===== src/rtl/des3_result_fifo.sv =====
// des3_result_fifo: result buffer behind the des3 core.
// Captures one 64-bit desOut block per rising edge of out_valid and queues the blocks.
// Presents the head entry, fill level, sticky overflow/underflow flags and a level
// interrupt to the Wishbone register file.
//
// Handshake: there is no backpressure toward the core. A rising edge of res_valid_i
// is a push request that must be taken or dropped in that same cycle; a dropped
// request sets ovf_o. pop_i is a one-cycle request from the register file that
// retires the head entry. A pop_i that arrives while the FIFO is empty sets udf_o.
// clr_i overrides both push and pop in the cycle it is high.
module des3_result_fifo #(
  parameter int DEPTH      = 4,
  parameter int AW         = 2,
  parameter int IRQ_THRESH = 1
) (
  input  logic          wb_clk_i,
  input  logic          wb_rst_i,
  input  logic          res_valid_i,
  input  logic [63:0]   res_data_i,
  input  logic          pop_i,
  input  logic          clr_i,
  input  logic          irq_en_i,
  output logic [63:0]   head_o,
  output logic [AW:0]   count_o,
  output logic          empty_o,
  output logic          full_o,
  output logic          ovf_o,
  output logic          udf_o,
  output logic          irq_o
);

  localparam logic [AW:0] DEPTH_C  = (AW+1)'(DEPTH);
  localparam logic [AW:0] THRESH_C = (AW+1)'(IRQ_THRESH);

  logic [63:0]   mem [DEPTH];
  logic [AW-1:0] wr_ptr;
  logic [AW-1:0] rd_ptr;
  logic [AW:0]   count;
  logic [AW:0]   count_next;
  logic          vr;
  logic          push_req;
  logic          push;
  logic          pop;
  logic          set_ovf;
  logic          set_udf;
  logic          ovf;
  logic          udf;
  logic          irq;

  // Per-cycle decision: clear beats pop, pop beats the full check for push.
  always_comb begin
    push_req   = res_valid_i & ~vr;
    push       = 1'b0;
    pop        = 1'b0;
    set_ovf    = 1'b0;
    set_udf    = 1'b0;
    count_next = '0;
    if (!clr_i) begin
      pop        = pop_i & (count != '0);
      set_udf    = pop_i & (count == '0);
      push       = push_req & ((count != DEPTH_C) | pop);
      set_ovf    = push_req & (count == DEPTH_C) & ~pop;
      count_next = count + {{AW{1'b0}}, push} - {{AW{1'b0}}, pop};
    end
  end

  // Pointers, fill level, sticky flags, edge detector and registered interrupt.
  // vr resets high so that a result still held valid through reset is not captured.
  always_ff @(posedge wb_clk_i or negedge wb_rst_i) begin
    if (!wb_rst_i) begin
      wr_ptr <= '0;
      rd_ptr <= '0;
      count  <= '0;
      ovf    <= 1'b0;
      udf    <= 1'b0;
      irq    <= 1'b0;
      vr     <= 1'b1;
    end else begin
      vr    <= res_valid_i;
      count <= count_next;
      irq   <= irq_en_i & (count_next >= THRESH_C) & ~clr_i;
      if (clr_i) begin
        wr_ptr <= '0;
        rd_ptr <= '0;
        ovf    <= 1'b0;
        udf    <= 1'b0;
      end else begin
        if (push) wr_ptr <= wr_ptr + 1'b1;
        if (pop)  rd_ptr <= rd_ptr + 1'b1;
        if (set_ovf) ovf <= 1'b1;
        if (set_udf) udf <= 1'b1;
      end
    end
  end

  // Storage array; no reset, since head_o is masked while the FIFO is empty.
  always_ff @(posedge wb_clk_i) begin
    if (push) mem[wr_ptr] <= res_data_i;
  end

  assign head_o  = (count == '0) ? 64'h0 : mem[rd_ptr];
  assign count_o = count;
  assign empty_o = (count == '0);
  assign full_o  = (count == DEPTH_C);
  assign ovf_o   = ovf;
  assign udf_o   = udf;
  assign irq_o   = irq;

endmodule

===== config.mk =====
export PLATFORM = sky130hd
export DESIGN_NAME = des3_result_fifo
export DESIGN_NICKNAME = d
export VERILOG_FILES = /design/src/rtl/des3_result_fifo.sv
export SDC_FILE = /design/constraint.sdc
export NUM_CORES = 1
export LEC_CHECK = 0
export CAP_MARGIN = 40
export CORE_UTILIZATION = 45
export CTS_BUF_LIST = sky130_fd_sc_hd__clkbuf_4 sky130_fd_sc_hd__clkbuf_8
export DETAILED_ROUTE_END_ITERATION = 12
export PLACE_DENSITY = 0.67
export SYNTH_ARGS = -nofsm -noshare
export SYNTH_HDL_FRONTEND = slang
export SYNTH_SLANG_ARGS = --single-unit
export TNS_END_PERCENT = 10

===== constraint.sdc =====
create_clock -name wb_clk_i -period 6.83 [get_ports wb_clk_i]
set_input_delay 0.683 -clock wb_clk_i [delete_from_list [all_inputs] [get_ports wb_clk_i]]
set_output_delay 0.683 -clock wb_clk_i [all_outputs]
set_load 0.01 [all_outputs]

==> impl_table.tex <==
\begin{tabular}{lr}
\hline
Metric & Value \\
\hline
\multicolumn{2}{l}{\textbf{Synth}} \\
\quad Most instantiated flip-flop cell in the synthesis netlist & edfxtp\_1 \\
\quad Yosys warns & 0 \\
\quad Distinct cell type count of the synthesized netlist & 31 \\
\quad Async S/R FF share, synth & 0.04120 \\
\quad Share of synthesized area occupied by flip-flops and latches & 0.7753 \\
\quad Synthesized net count & 539 \\
\quad Mapped Cells & 463 \\
\quad Synthesized cell area & between 10,000 and 15,000 sq um \\
\quad Number of enable flip-flop cells after synthesis & 256 \\
\quad Flops \& latches, synth & approximately 270 \\
\quad Synthesized area divided by synthesized cell count & approximately 22 sq um \\
\multicolumn{2}{l}{\textbf{Setup path}} \\
\quad Type of the worst setup path & flip-flop to output pin \\
\quad Path depth of the worst reg2reg path & 8 \\
\quad Largest fanout of any net on the critical path & 39 \\
\quad Startpoint class of the critical path & flip-flop \\
\quad Worst EP required & 6150 ps \\
\quad Worst reg2reg setup slack & 4340 ps \\
\quad Reg2Reg Launch Point & count\_o[1]\$\_DFF\_PN0\_ \\
\quad Largest stage delay on the critical path & approximately 940 ps \\
\quad Worst flop-to-flop path endpoint & irq\_o\$\_DFF\_PN0\_ \\
\quad Arrival time at the worst endpoint & 3420 ps \\
\quad Kind of capture point of the worst setup path & output pin \\
\quad Slowest CP cell & dfrtp\_4 \\
\quad CP cell instances & buf\_4, mux4\_2, nor2b\_1, clkdlybuf4s50\_1 \\
\multicolumn{2}{l}{\textbf{Clocking}} \\
\quad Hold\_buf cts & 0 \\
\quad Clock tree from TritonCTS & yes \\
\quad Clock latency of the later-clocked register in the worst-skew pair & $\sim$530 ps \\
\quad CTS Buf Count & 44 \\
\quad Sink count of the clock tree & approximately 270 \\
\quad Maximum buffer depth of the clock tree & 3 \\
\quad Worst-path clk slew & approximately 60 ps \\
\quad Number of H-tree levels & 2 \\
\quad Post-CTS Repair Setup Buffers & 0 \\
\quad Root buf cell & clkbuf\_8 \\
\quad PostCTS Resize Cnt & 0 \\
\multicolumn{2}{l}{\textbf{Pwr}} \\
\quad Largest vdd supply drop & 0.2550 mV \\
\quad P per Cell Area & 352.8 nW/um\^{}2 \\
\quad Power consumption & between 4 and 5 mW \\
\quad Static leakage & 4.125 nW \\
\multicolumn{2}{l}{\textbf{Routing}} \\
\quad Routed wire length & 19.71 mm \\
\quad Via count normalized by instance count & 5.305 \\
\quad Total number of vias & between 5,000 and 6,000 \\
\quad Post-route met1 wirelength & 8.412 mm \\
\quad Detail Route met2 WL & between 9 and 10 mm \\
\quad Remaining DRCs & 0 \\
\quad Uppermost metal layer occupied by signal nets & met5 \\
\quad Post-DR wirelength/cell & approximately 21 um \\
\quad Amount of wire on met3 after detailed routing & 1.239 mm \\
\quad Number of violations reported at the end of detailed-routing iteration 0 & 269 \\
\quad First-pass iteration count of the detailed router & 4 \\
\quad ANT nets after route & 0 \\
\multicolumn{2}{l}{\textbf{Global route}} \\
\quad Global-route usage over all layers & 0.1723 \\
\quad First-pass GRT wire length & just over 30 mm \\
\quad Vias in the first global route & between 5,000 and 6,000 \\
\quad Antenna violations before repair & 1 \\
\quad Maximum number of pins on one net before global-route repair & a little under 70 \\
\quad Remaining Overflow, GRT & 0 \\
\multicolumn{2}{l}{\textbf{Place}} \\
\quad Final weighted congestion of routability-driven global placement & 0.7179 \\
\quad Worst-case setup slack after placement & 3186 ps \\
\quad Total half-perimeter wirelength after legalization and detailed placement & 11.29 mm \\
\quad PortBufs & 141 \\
\multicolumn{2}{l}{\textbf{Floorplanning}} \\
\quad IO Count & 142 \\
\quad Area inside the core boundary & 22,090 sq um \\
\quad Chip Height & 153.1 um \\
\quad Initial Util & 0.4649 \\
\quad Core Rows & 54 \\
\quad Die Outline Area & about 23,000 sq um \\
\quad Width of the die & 153.1 um \\
\multicolumn{2}{l}{\textbf{Layout}} \\
\quad Net count reported at finish & 715 \\
\quad Fraction of final layout cells sized beyond drive strength 1 & 0.2269 \\
\quad Layout overhead on the synthesized area & 25.36\% \\
\quad Top library cells by usage in the layout, fill and taps aside & edfxtp\_1 (256), clkdlybuf4s50\_1 (141), nor2b\_1 (65) \\
\quad Most common library cell in the layout ignoring fill and taps & edfxtp\_1 \\
\multicolumn{2}{l}{\textbf{STA}} \\
\quad Shortest period the worst path allows & 4107 ps \\
\quad Unrepaired setup endpoints after global routing & false \\
\quad Number of hold-slack violations in the final timing report & 0 \\
\quad Worst hold slack across all endpoints & 502.7 ps \\
\quad Count of endpoints failing setup in the final report & 0 \\
\quad Setup\_tns & 0 ps \\
\quad Pins over their slew limit & 0 \\
\quad Share of the cycle needed by the critical path after routing & 0.6012 \\
\quad Final worst slack & 2723 ps \\
\quad Least-Margin Pin Slew & 899.5 ps \\
\quad Clock tree skew after final layout & 13.75 ps \\
\quad Fmax & 243.5 MHz \\
\quad Worst-case headroom to the max-slew limit & 0.4003 \\
\multicolumn{2}{l}{\textbf{Job}} \\
\quad Max-cap viol count & 0 \\
\multicolumn{2}{l}{\textbf{Run status}} \\
\quad Status & completed \\
\multicolumn{2}{l}{\textbf{Worst hold path}} \\
\quad Hold crit path type & input port to asynchronous set/reset pin \\
\hline
\end{tabular}
## cells by family (layout without fill, tap and decap cells)
group | count (synthesis) | after routing | synth area share
AOI/OAI and AO/OA | 9 | 9 | 0.006091
xor gates and xnor gates | 3 | 3 | 0.002558
adders and majority gates | 6 | 6 | 0.008039
buffers and inverters | 28 | 235 | 0.01547
DFF | 267 | 267 | 0.7753
muxes | 66 | 66 | 0.1424
other | 0 | 1 | 0
and+or+nand+nor | 84 | 84 | 0.05018
## worst max path at each step
stage	from	end	slack [ps]
2_1_floorplan	res_valid_i	mem[0][0]$_DFFE_PP_	420
3_3_place_gp	rd_ptr[0]$_DFFE_PN0P_	head_o[22]	3170
3_5_place_dp	rd_ptr[0]$_DFFE_PN0P_	head_o[22]	3190
4_1_cts	rd_ptr[0]$_DFFE_PN0P_	head_o[30]	2580
5_1_grt	rd_ptr[0]$_DFFE_PN0P_	head_o[0]	2450
6_report	rd_ptr[0]$_DFFE_PN0P_	head_o[63]	2720
## synth_stat cells, types with 2 or more instances
library cell	instances	share of area
nor3b_1	4	0.0029
inv_1	6	0.0022
nand2b_1	2	0.0012
buf_6	5	0.0055
edfxtp_1	256	0.75
nor2b_1	65	0.040
ha_1	5	0.0061
mux4_2	64	0.14
a21oi_1	2	0.00097
buf_2	7	0.0034
xor2_1	2	0.0017
dfrtp_1	10	0.024
buf_4	2	0.0015
clkbuf_1	8	0.0029
nor2_1	9	0.0033
## power breakdown
part           switching (mW)  internal [mW]
registers              0.0884           1.84
logic                   0.564          0.740
clock network           0.586          0.723
## registers in the layout (all words and copies together), names as in the netlist
signal,cells
udf_o,1
mem,256
ovf_o,1
vr,1
rd_ptr,2
irq_o,1
count_o,3
wr_ptr,2
## worst max-delay path: cells and delay by family, from the launching register on
family / cells / cell delay, ps
buffers and inverters: 2 / 1170
flip-flops: 1 / 940
multiplexers: 1 / 590
AND/OR/NAND/NOR: 1 / 150
## area by class of cell
cell class	count	area [sq um]
fill	1642	9216
sequential	267	7971
multi-input combinational	168	2176
timing repair buffer	152	1514
clock buffer	61	764.5
tap	280	350.3
clock inverter	16	76.32
inverter	6	22.52
antenna	1	2.502
## layer usage
layer	track usage	vias up
li1	-	2227
met4	0.06301	2
met5	0	-
met1	0.2208	2632
met3	0.04508	29
met2	0.2842	155
## stage by stage
stage | util | cell area, sq um | std cells
2_1_floorplan | - | 10270 | 463
3_3_place_gp | 0.5434 | 12010 | 872
4_1_cts | 0.5827 | 12870 | 950
3_5_place_dp | 0.5447 | 12030 | 873
5_1_grt | 0.5827 | 12870 | 950
6_report | 0.5829 | 12880 | 951
Power figures use the tool's default switching activity.
